<file path="config.mk">
export PLATFORM = sky130hd
export DESIGN_NAME = lr_car_sensor_flat
export DESIGN_NICKNAME = d
export VERILOG_FILES = /design/src/rtl/traffic_pkg.sv /design/src/rtl/lr_car_sensor_if.sv /design/src/rtl/lr_loop_debounce.sv /design/src/rtl/lr_car_sensor.sv /design/src/flat_wrapper.sv
export SDC_FILE = /design/constraint.sdc
export NUM_CORES = 1
export LEC_CHECK = 0
export ABC_AREA = 1
export CORE_UTILIZATION = 25
export CTS_BUF_LIST = sky130_fd_sc_hd__clkbuf_8
export DETAILED_ROUTE_END_ITERATION = 10
export GPL_ROUTABILITY_DRIVEN = 0
export PLACE_DENSITY_LB_ADDON = 0.1
export SKIP_LAST_GASP = 1
export SYNTH_ARGS = -nofsm -noshare
export SYNTH_HDL_FRONTEND = slang
export SYNTH_SLANG_ARGS = --single-unit
</file>
<file path="constraint.sdc">
create_clock -name clk -period 1.8 [get_ports clk]
set_input_delay 0.36 -clock clk [delete_from_list [all_inputs] [get_ports clk]]
set_output_delay 0.36 -clock clk [all_outputs]
set_load 0.02 [all_outputs]
</file>
<file path="src/rtl/traffic_pkg.sv">
`default_nettype none
// ============================================================================
// Module   : traffic_pkg
// Purpose  : Shared light encodings, debounce state encoding and helpers
//            used by the traffic light controller and its sensor blocks.
// Revision : 1.0 - initial release
// ============================================================================
package traffic_pkg;

    // One-hot light encodings: [2]=green, [1]=yellow, [0]=red
    localparam logic [2:0] LIGHT_GREEN  = 3'b100;
    localparam logic [2:0] LIGHT_YELLOW = 3'b010;
    localparam logic [2:0] LIGHT_RED    = 3'b001;

    // Loop detector debounce states
    typedef enum logic [1:0] {
        DEB_IDLE    = 2'd0,
        DEB_ARM     = 2'd1,
        DEB_PRESENT = 2'd2,
        DEB_REL     = 2'd3
    } deb_state_t;

    // True when exactly one bit of a 3-bit light value is set
    function automatic logic is_one_hot3(input logic [2:0] v);
        return (v != 3'b000) && ((v & (v - 3'b001)) == 3'b000);
    endfunction

endpackage
`default_nettype wire

</file>
<file path="src/rtl/lr_car_sensor_if.sv">
`default_nettype none
// ============================================================================
// Module   : lr_car_sensor_if
// Purpose  : Signal bundle between the local-road car sensor, the loop
//            detector and the traffic light controller.
// Revision : 1.0 - initial release
// ============================================================================
interface lr_car_sensor_if #(
    parameter int CNT_W = 4
);
    logic             loop_raw;
    logic [2:0]       lr_light;
    logic             lr_has_car;
    logic [CNT_W-1:0] queue_cnt;
    logic             arrive;
    logic             depart;
    logic             overflow;
    logic             light_err;

    // Sensor side: consumes loop and light, produces request and status
    modport slave (
        input  loop_raw,
        input  lr_light,
        output lr_has_car,
        output queue_cnt,
        output arrive,
        output depart,
        output overflow,
        output light_err
    );

    // Environment / controller side
    modport master (
        output loop_raw,
        output lr_light,
        input  lr_has_car,
        input  queue_cnt,
        input  arrive,
        input  depart,
        input  overflow,
        input  light_err
    );
endinterface
`default_nettype wire

</file>
<file path="src/rtl/lr_loop_debounce.sv">
`default_nettype none
// ============================================================================
// Module   : lr_loop_debounce
// Purpose  : Two-flop synchronizer plus debounce FSM for the raw loop
//            detector. Emits one arrive pulse per accepted car.
// Revision : 1.0 - initial release
// ============================================================================
module lr_loop_debounce
    import traffic_pkg::*;
#(
    parameter int DEBOUNCE = 4
) (
    input  wire  clk,
    input  wire  rst_n,
    input  wire  loop_raw,
    output logic arrive_set,   // arrive is asserted at the coming edge
    output logic arrive        // registered one-cycle arrival pulse
);

    localparam logic [3:0] DEB_LAST = 4'(DEBOUNCE - 1);

    logic       s1;
    logic       s2;
    deb_state_t state;
    deb_state_t state_nxt;
    logic [3:0] deb_cnt;
    logic [3:0] deb_cnt_nxt;

    // Bring the asynchronous loop input into the clk domain
    always_ff @(posedge clk or negedge rst_n) begin
        if (!rst_n) begin
            s1 <= 1'b0;
            s2 <= 1'b0;
        end else begin
            s1 <= loop_raw;
            s2 <= s1;
        end
    end

    // Debounce state, counter and arrival pulse registers
    always_ff @(posedge clk or negedge rst_n) begin
        if (!rst_n) begin
            state   <= DEB_IDLE;
            deb_cnt <= 4'd0;
            arrive  <= 1'b0;
        end else begin
            state   <= state_nxt;
            deb_cnt <= deb_cnt_nxt;
            arrive  <= arrive_set;
        end
    end

    // Next-state: a level must persist DEBOUNCE cycles beyond the first
    // sample before an edge is accepted; a brief drop while present is
    // absorbed by REL so a lingering car never arrives twice.
    always_comb begin
        state_nxt   = state;
        deb_cnt_nxt = deb_cnt;
        arrive_set  = 1'b0;
        case (state)
            DEB_IDLE: begin
                if (s2) begin
                    state_nxt   = DEB_ARM;
                    deb_cnt_nxt = 4'd0;
                end
            end
            DEB_ARM: begin
                if (!s2) begin
                    state_nxt   = DEB_IDLE;
                    deb_cnt_nxt = 4'd0;
                end else if (deb_cnt == DEB_LAST) begin
                    state_nxt   = DEB_PRESENT;
                    deb_cnt_nxt = 4'd0;
                    arrive_set  = 1'b1;
                end else begin
                    deb_cnt_nxt = deb_cnt + 4'd1;
                end
            end
            DEB_PRESENT: begin
                if (!s2) begin
                    state_nxt   = DEB_REL;
                    deb_cnt_nxt = 4'd0;
                end
            end
            DEB_REL: begin
                if (s2) begin
                    state_nxt   = DEB_PRESENT;
                    deb_cnt_nxt = 4'd0;
                end else if (deb_cnt == DEB_LAST) begin
                    state_nxt   = DEB_IDLE;
                    deb_cnt_nxt = 4'd0;
                end else begin
                    deb_cnt_nxt = deb_cnt + 4'd1;
                end
            end
            default: begin
                state_nxt   = DEB_IDLE;
                deb_cnt_nxt = 4'd0;
            end
        endcase
    end

endmodule
`default_nettype wire

</file>
<file path="src/rtl/lr_car_sensor.sv">
`default_nettype none
// ============================================================================
// Module   : lr_car_sensor
// Purpose  : Local-road vehicle detector and queue model. Debounces the
//            loop, counts waiting cars, retires them on green and raises
//            lr_has_car towards the traffic light controller.
// Revision : 1.0 - initial release
// ============================================================================
module lr_car_sensor
    import traffic_pkg::*;
#(
    parameter int DEBOUNCE      = 4,
    parameter int DEPART_CYCLES = 3,
    parameter int QUEUE_MAX     = 15,
    parameter int CNT_W         = 4
) (
    input  wire             clk,
    input  wire             rst_n,
    lr_car_sensor_if.slave  bus
);

    localparam logic [CNT_W-1:0] Q_MAX    = CNT_W'(QUEUE_MAX);
    localparam logic [CNT_W-1:0] Q_ZERO   = '0;
    localparam logic [3:0]       DEP_LAST = 4'(DEPART_CYCLES - 1);

    logic             arrive_set;
    logic             arrive;
    logic             green;
    logic             light_bad;
    logic             dep_run;
    logic             depart_set;
    logic [3:0]       dep_cnt;
    logic [3:0]       dep_cnt_nxt;
    logic             depart;
    logic [CNT_W-1:0] queue_cnt;
    logic [CNT_W-1:0] queue_nxt;
    logic             ovf_set;
    logic             overflow;
    logic             light_err;

    lr_loop_debounce #(
        .DEBOUNCE (DEBOUNCE)
    ) u_debounce (
        .clk        (clk),
        .rst_n      (rst_n),
        .loop_raw   (bus.loop_raw),
        .arrive_set (arrive_set),
        .arrive     (arrive)
    );

    // Departure timer: only a clean green with cars waiting advances it;
    // anything else discards the partial interval.
    always_comb begin
        green       = (bus.lr_light == LIGHT_GREEN);
        light_bad   = !is_one_hot3(bus.lr_light);
        dep_run     = green && (queue_cnt != Q_ZERO);
        depart_set  = dep_run && (dep_cnt == DEP_LAST);
        dep_cnt_nxt = 4'd0;
        if (dep_run && !depart_set) begin
            dep_cnt_nxt = dep_cnt + 4'd1;
        end
    end

    // Queue update using the same-edge arrive/depart decisions; a
    // simultaneous pair cancels and never counts as overflow.
    always_comb begin
        queue_nxt = queue_cnt;
        ovf_set   = 1'b0;
        if (arrive_set && !depart_set) begin
            if (queue_cnt == Q_MAX) begin
                ovf_set = 1'b1;
            end else begin
                queue_nxt = queue_cnt + CNT_W'(1);
            end
        end else if (depart_set && !arrive_set) begin
            queue_nxt = queue_cnt - CNT_W'(1);
        end
    end

    // Timer, queue count, depart pulse and sticky error flags
    always_ff @(posedge clk or negedge rst_n) begin
        if (!rst_n) begin
            dep_cnt   <= 4'd0;
            depart    <= 1'b0;
            queue_cnt <= '0;
            overflow  <= 1'b0;
            light_err <= 1'b0;
        end else begin
            dep_cnt   <= dep_cnt_nxt;
            depart    <= depart_set;
            queue_cnt <= queue_nxt;
            overflow  <= overflow | ovf_set;
            light_err <= light_err | light_bad;
        end
    end

    // Output mapping; the request decodes straight from the registered count
    always_comb begin
        bus.lr_has_car = (queue_cnt != Q_ZERO);
        bus.queue_cnt  = queue_cnt;
        bus.arrive     = arrive;
        bus.depart     = depart;
        bus.overflow   = overflow;
        bus.light_err  = light_err;
    end

endmodule
`default_nettype wire

</file>
<file path="src/flat_wrapper.sv">
// flat-port wrapper written by rule: the top's interface ports become plain ports
module lr_car_sensor_flat import traffic_pkg::*;
#(
    parameter int DEBOUNCE      = 4,
    parameter int DEPART_CYCLES = 3,
    parameter int QUEUE_MAX     = 15,
    parameter int CNT_W         = 4
)
  (clk, rst_n, bus_loop_raw, bus_lr_light, bus_lr_has_car, bus_queue_cnt, bus_arrive, bus_depart, bus_overflow, bus_light_err);
  lr_car_sensor_if #(.CNT_W(CNT_W)) bus_i ();
  input  wire clk;
  input  wire rst_n;
  input wire logic [$bits(bus_i.loop_raw)-1:0] bus_loop_raw;
  input wire logic [$bits(bus_i.lr_light)-1:0] bus_lr_light;
  output wire logic [$bits(bus_i.lr_has_car)-1:0] bus_lr_has_car;
  output wire logic [$bits(bus_i.queue_cnt)-1:0] bus_queue_cnt;
  output wire logic [$bits(bus_i.arrive)-1:0] bus_arrive;
  output wire logic [$bits(bus_i.depart)-1:0] bus_depart;
  output wire logic [$bits(bus_i.overflow)-1:0] bus_overflow;
  output wire logic [$bits(bus_i.light_err)-1:0] bus_light_err;
  assign bus_i.loop_raw = bus_loop_raw;
  assign bus_i.lr_light = bus_lr_light;
  assign bus_lr_has_car = bus_i.lr_has_car;
  assign bus_queue_cnt = bus_i.queue_cnt;
  assign bus_arrive = bus_i.arrive;
  assign bus_depart = bus_i.depart;
  assign bus_overflow = bus_i.overflow;
  assign bus_light_err = bus_i.light_err;
  lr_car_sensor #(.DEBOUNCE(DEBOUNCE), .DEPART_CYCLES(DEPART_CYCLES), .QUEUE_MAX(QUEUE_MAX), .CNT_W(CNT_W)) u_core (.clk(clk), .rst_n(rst_n), .bus(bus_i));
endmodule
</file>
==> impl_metrics.csv <==
group,metric,value,unit
clock_network,h-tree-depth,1,
global_route,grt-busiest-layer,"met2",
critical_path,path_cells,"ha_1 > nand2_2 > nor2_4 > nand3_4 > nand2_4 > buf_4 > buf_6 > fa_2 > xnor2_2 > a21oi_1",
route,drt_first_pass_iters,4,
synth,syn_inst,109,
route,drtIter0Drc,25,
critical_path,slowest_stage,"dfrtp_1",
synth,synth_area_leaders,"dfrtp_1 49%, ha_1 6.1%, inv_1 5.5%",
route,ant_nets,0,
critical_path,critPathRequiredTime,1950,ps
sta,setup_ws,-47.4,ps
critical_path,slowest_delay,400,ps
clock_network,cts_hold_buf,0,
die,dieArea,4340,um^2
clock_network,clkTransAtPathRegs,80,ps
global_route,grt_use_met3,0.0207,
critical_path,crit_arrival,2000,ps
sta,setup_viol,2,
critical_path,start_kind,"register",
route,via_count,834,
sta,fin_tns_setup,-69.6,ps
synth,syn_avg_cell_area,9.36,um^2
sta,maxSlewHeadroom,0.785,
global_route,grt_pass1_vias,833,
finish,antenna_cells,0,
finish,fin_nets,161,
run,cap_violations,0,
synth,syn_nets,121,
synth,ys_ff_latch,20,
critical_path,cp_top_family,"adder cells",
critical_path,worst_setup_path_end_kind,"register",
sta,slew_violations,0,
sta,fin_crit,1850,ps
clock_network,cts_inserted_buffers,3,
critical_path,worst-path-buf-inv,2,
global_route,grt_max_degree,21,
place,dp_worst_setup_slack,-353,ps
die,fp.dieW,65.9,um
power_and_ir_drop,vdd.ir_drop.worst,811,uV
place,dp.cells,188,
sta,finalHoldViolations,0,
synth,syn_area,1020,um^2
power_and_ir_drop,p_total,1.74,mW
die,boundaryPins,15,
global_route,met1_usage,0.143,
route,drc,0,
min_path,hold_class,"register to register",
synth,yosysSeqAreaShare,0.491,
critical_path,startpoint,"u_core.dep_cnt[1]",
power_and_ir_drop,leakagePower,0.722,nW
power_and_ir_drop,power_switching,0.654,mW
place,io_buffers,14,
finish,area_growth,51.2,%
clock_network,clock_path_buffers,2,
sta,period_share,1.03,
die,rows,22,
critical_path,critical_path.max_fanout,4,
critical_path,path_class,"register to register",
die,initial_core_util,0.268,
power_and_ir_drop,pwr-share-clk,0.170,
clock_network,cts-root-buf,"clkbuf_8",
global_route,track_usage,0.110,
route,viasPerCell,4.26,
power_and_ir_drop,swShare,0.375,
global_route,grt-ovfl-total,0,
power_and_ir_drop,pwr-share-comb,0.489,
critical_path,ff2ff_setup_slack,-50,ps
critical_path,reg2reg_from,"u_core.dep_cnt[1]",
global_route,antenna_found_initial,0,
synth,synth_top_area_share,0.491,
finish,fin_cells,196,
sta,rsz0062_at_grt,"true",
power_and_ir_drop,internal-power,1.09,mW
synth,ys_types,18,
clock_network,cts_tree,"done",
route,routedWlPerCell,10.3,um
die,fp.dieH,65.9,um
die,core-area,3800,um^2
synth,synth_warnings,0,
sta,skew,6.20,ps
place,dp_hpwl,1530,um
run_status,status,"complete, but fails checks",
run_status,violations,"negative setup slack",
clock_network,cts.sinks,20,
global_route,grt_pass1_wl,3580,um
power_and_ir_drop,p_per_area,1130,nW/um^2
clock_network,clk_latency,260,ps
route,drt-total-wl,2020,um
min_path,hold_start,"u_core.u_debounce.s1",
synth,synth.largest_area_cell,"dfrtp_1",
power_and_ir_drop,power_frac_seq,0.341,
sta,fmax,541,MHz
sta,tightest_slew,322,ps
finish,layout-drive-gt1-share,0.365,
global_route,grt_use_met2,0.172,
-- per-layer routing --
| layer | wire length (um) | part of all wire |
|---|---|---|
| met5 | 0 | 0 |
| met4 | 38 | 0.019 |
| met3 | 74 | 0.037 |
| met2 | 922 | 0.46 |
| met1 | 987 | 0.49 |
-- cell usage in the layout (no fill, tap or decap), types with 3 or more instances in the layout --
cell / synthesis / final
a21oi_1: 4 / 3
buf_4: 0 / 20
clkbuf_8: 0 / 3
clkdlybuf4s50_1: 0 / 9
dfrtp_1: 20 / 16
dfrtp_2: 0 / 4
dlymetal6s2s_1: 0 / 4
ha_4: 0 / 3
inv_1: 15 / 14
nand2_1: 13 / 10
nand2_2: 2 / 4
nand3_1: 10 / 9
nor2_1: 12 / 10
nor2_2: 4 / 5
nor2_4: 2 / 3
o21ai_0: 7 / 7
xor2_1: 3 / 3
-- timing repair --
item	CTS	global route
pin swaps	3	11
resized for setup	1	17
buffers inserted	1	3
endpoints found under the setup margin	3	5
-- flip-flops by register name, indices dropped and copies added, names as in the netlist, named ones only --
signal,flops
u_core.bus.depart,1
u_core.bus.queue_cnt,4
u_core.u_debounce.s2,1
u_core.u_debounce.state,1
u_core.u_debounce.s1,1
u_core.u_debounce.arrive,1
u_core.dep_cnt,4
u_core.bus.light_err,1
u_core.u_debounce.deb_cnt,4
u_core.bus.overflow,1
-- Yosys cell counts, drive strengths merged --
master	number
dfrtp	20
nor2	18
nand2	16
inv	15
nand3	13
o21ai	7
ha	5
a21oi	4
xnor2	3
xor2	3
nand4	2
o21bai	2
fa	1
-- power by group through the flow --
stage | Sequential, mW | Combinational [mW] | Clock [mW]
6_report | 0.594 | 0.852 | 0.297
5_1_grt | 0.607 | 0.954 | 0.337
4_1_cts | 0.584 | 0.776 | 0.314
3_5_place_dp | 0.592 | 0.785 | 0
3_3_place_gp | 0.590 | 0.784 | 0
2_1_floorplan | 0.684 | 0.364 | 0
-- path summary, 6_finish.rpt --
kind,to,cells after the start
worst max-delay path,u_core.bus.queue_cnt[2],10
min in group asynchronous,u_core.bus.queue_cnt[1],2
worst min-delay path,u_core.u_debounce.s2,0
max in group asynchronous,u_core.bus.queue_cnt[2],2
worst max register to register,u_core.bus.queue_cnt[2],10
worst min register to register,u_core.u_debounce.s2,0
-- stage by stage --
stage	hold WS [ps]	util	cell area (um^2)
global route	373	0.406	1540
CTS	357	0.382	1450
detailed placement	338	0.368	1400
global placement	335	0.368	1400
finish	352	0.406	1540
floorplan	64.4	-	1070
-- area by class of cell --
class / count / area (um^2)
repair buffers: 35 / 310
multi-input cells: 74 / 564
clock buffers: 3 / 41.3
fillers: 367 / 2260
well taps: 48 / 60.1
flip-flops and latches: 20 / 505
inverters: 15 / 56.3
clock inverters: 1 / 3.75
-- kinds of logic after synthesis --
| group | after synthesis | share of synthesized area |
|---|---|---|
| AOI/OAI and AO/OA | 13 | 0.0687 |
| xor gates and xnor gates | 6 | 0.0515 |
| adders and majority gates | 6 | 0.0810 |
| buffers and inverters | 15 | 0.0552 |
| DFF | 20 | 0.491 |
| and+or+nand+nor | 49 | 0.253 |
No activity file was read; power rests on OpenSTA's default activity.
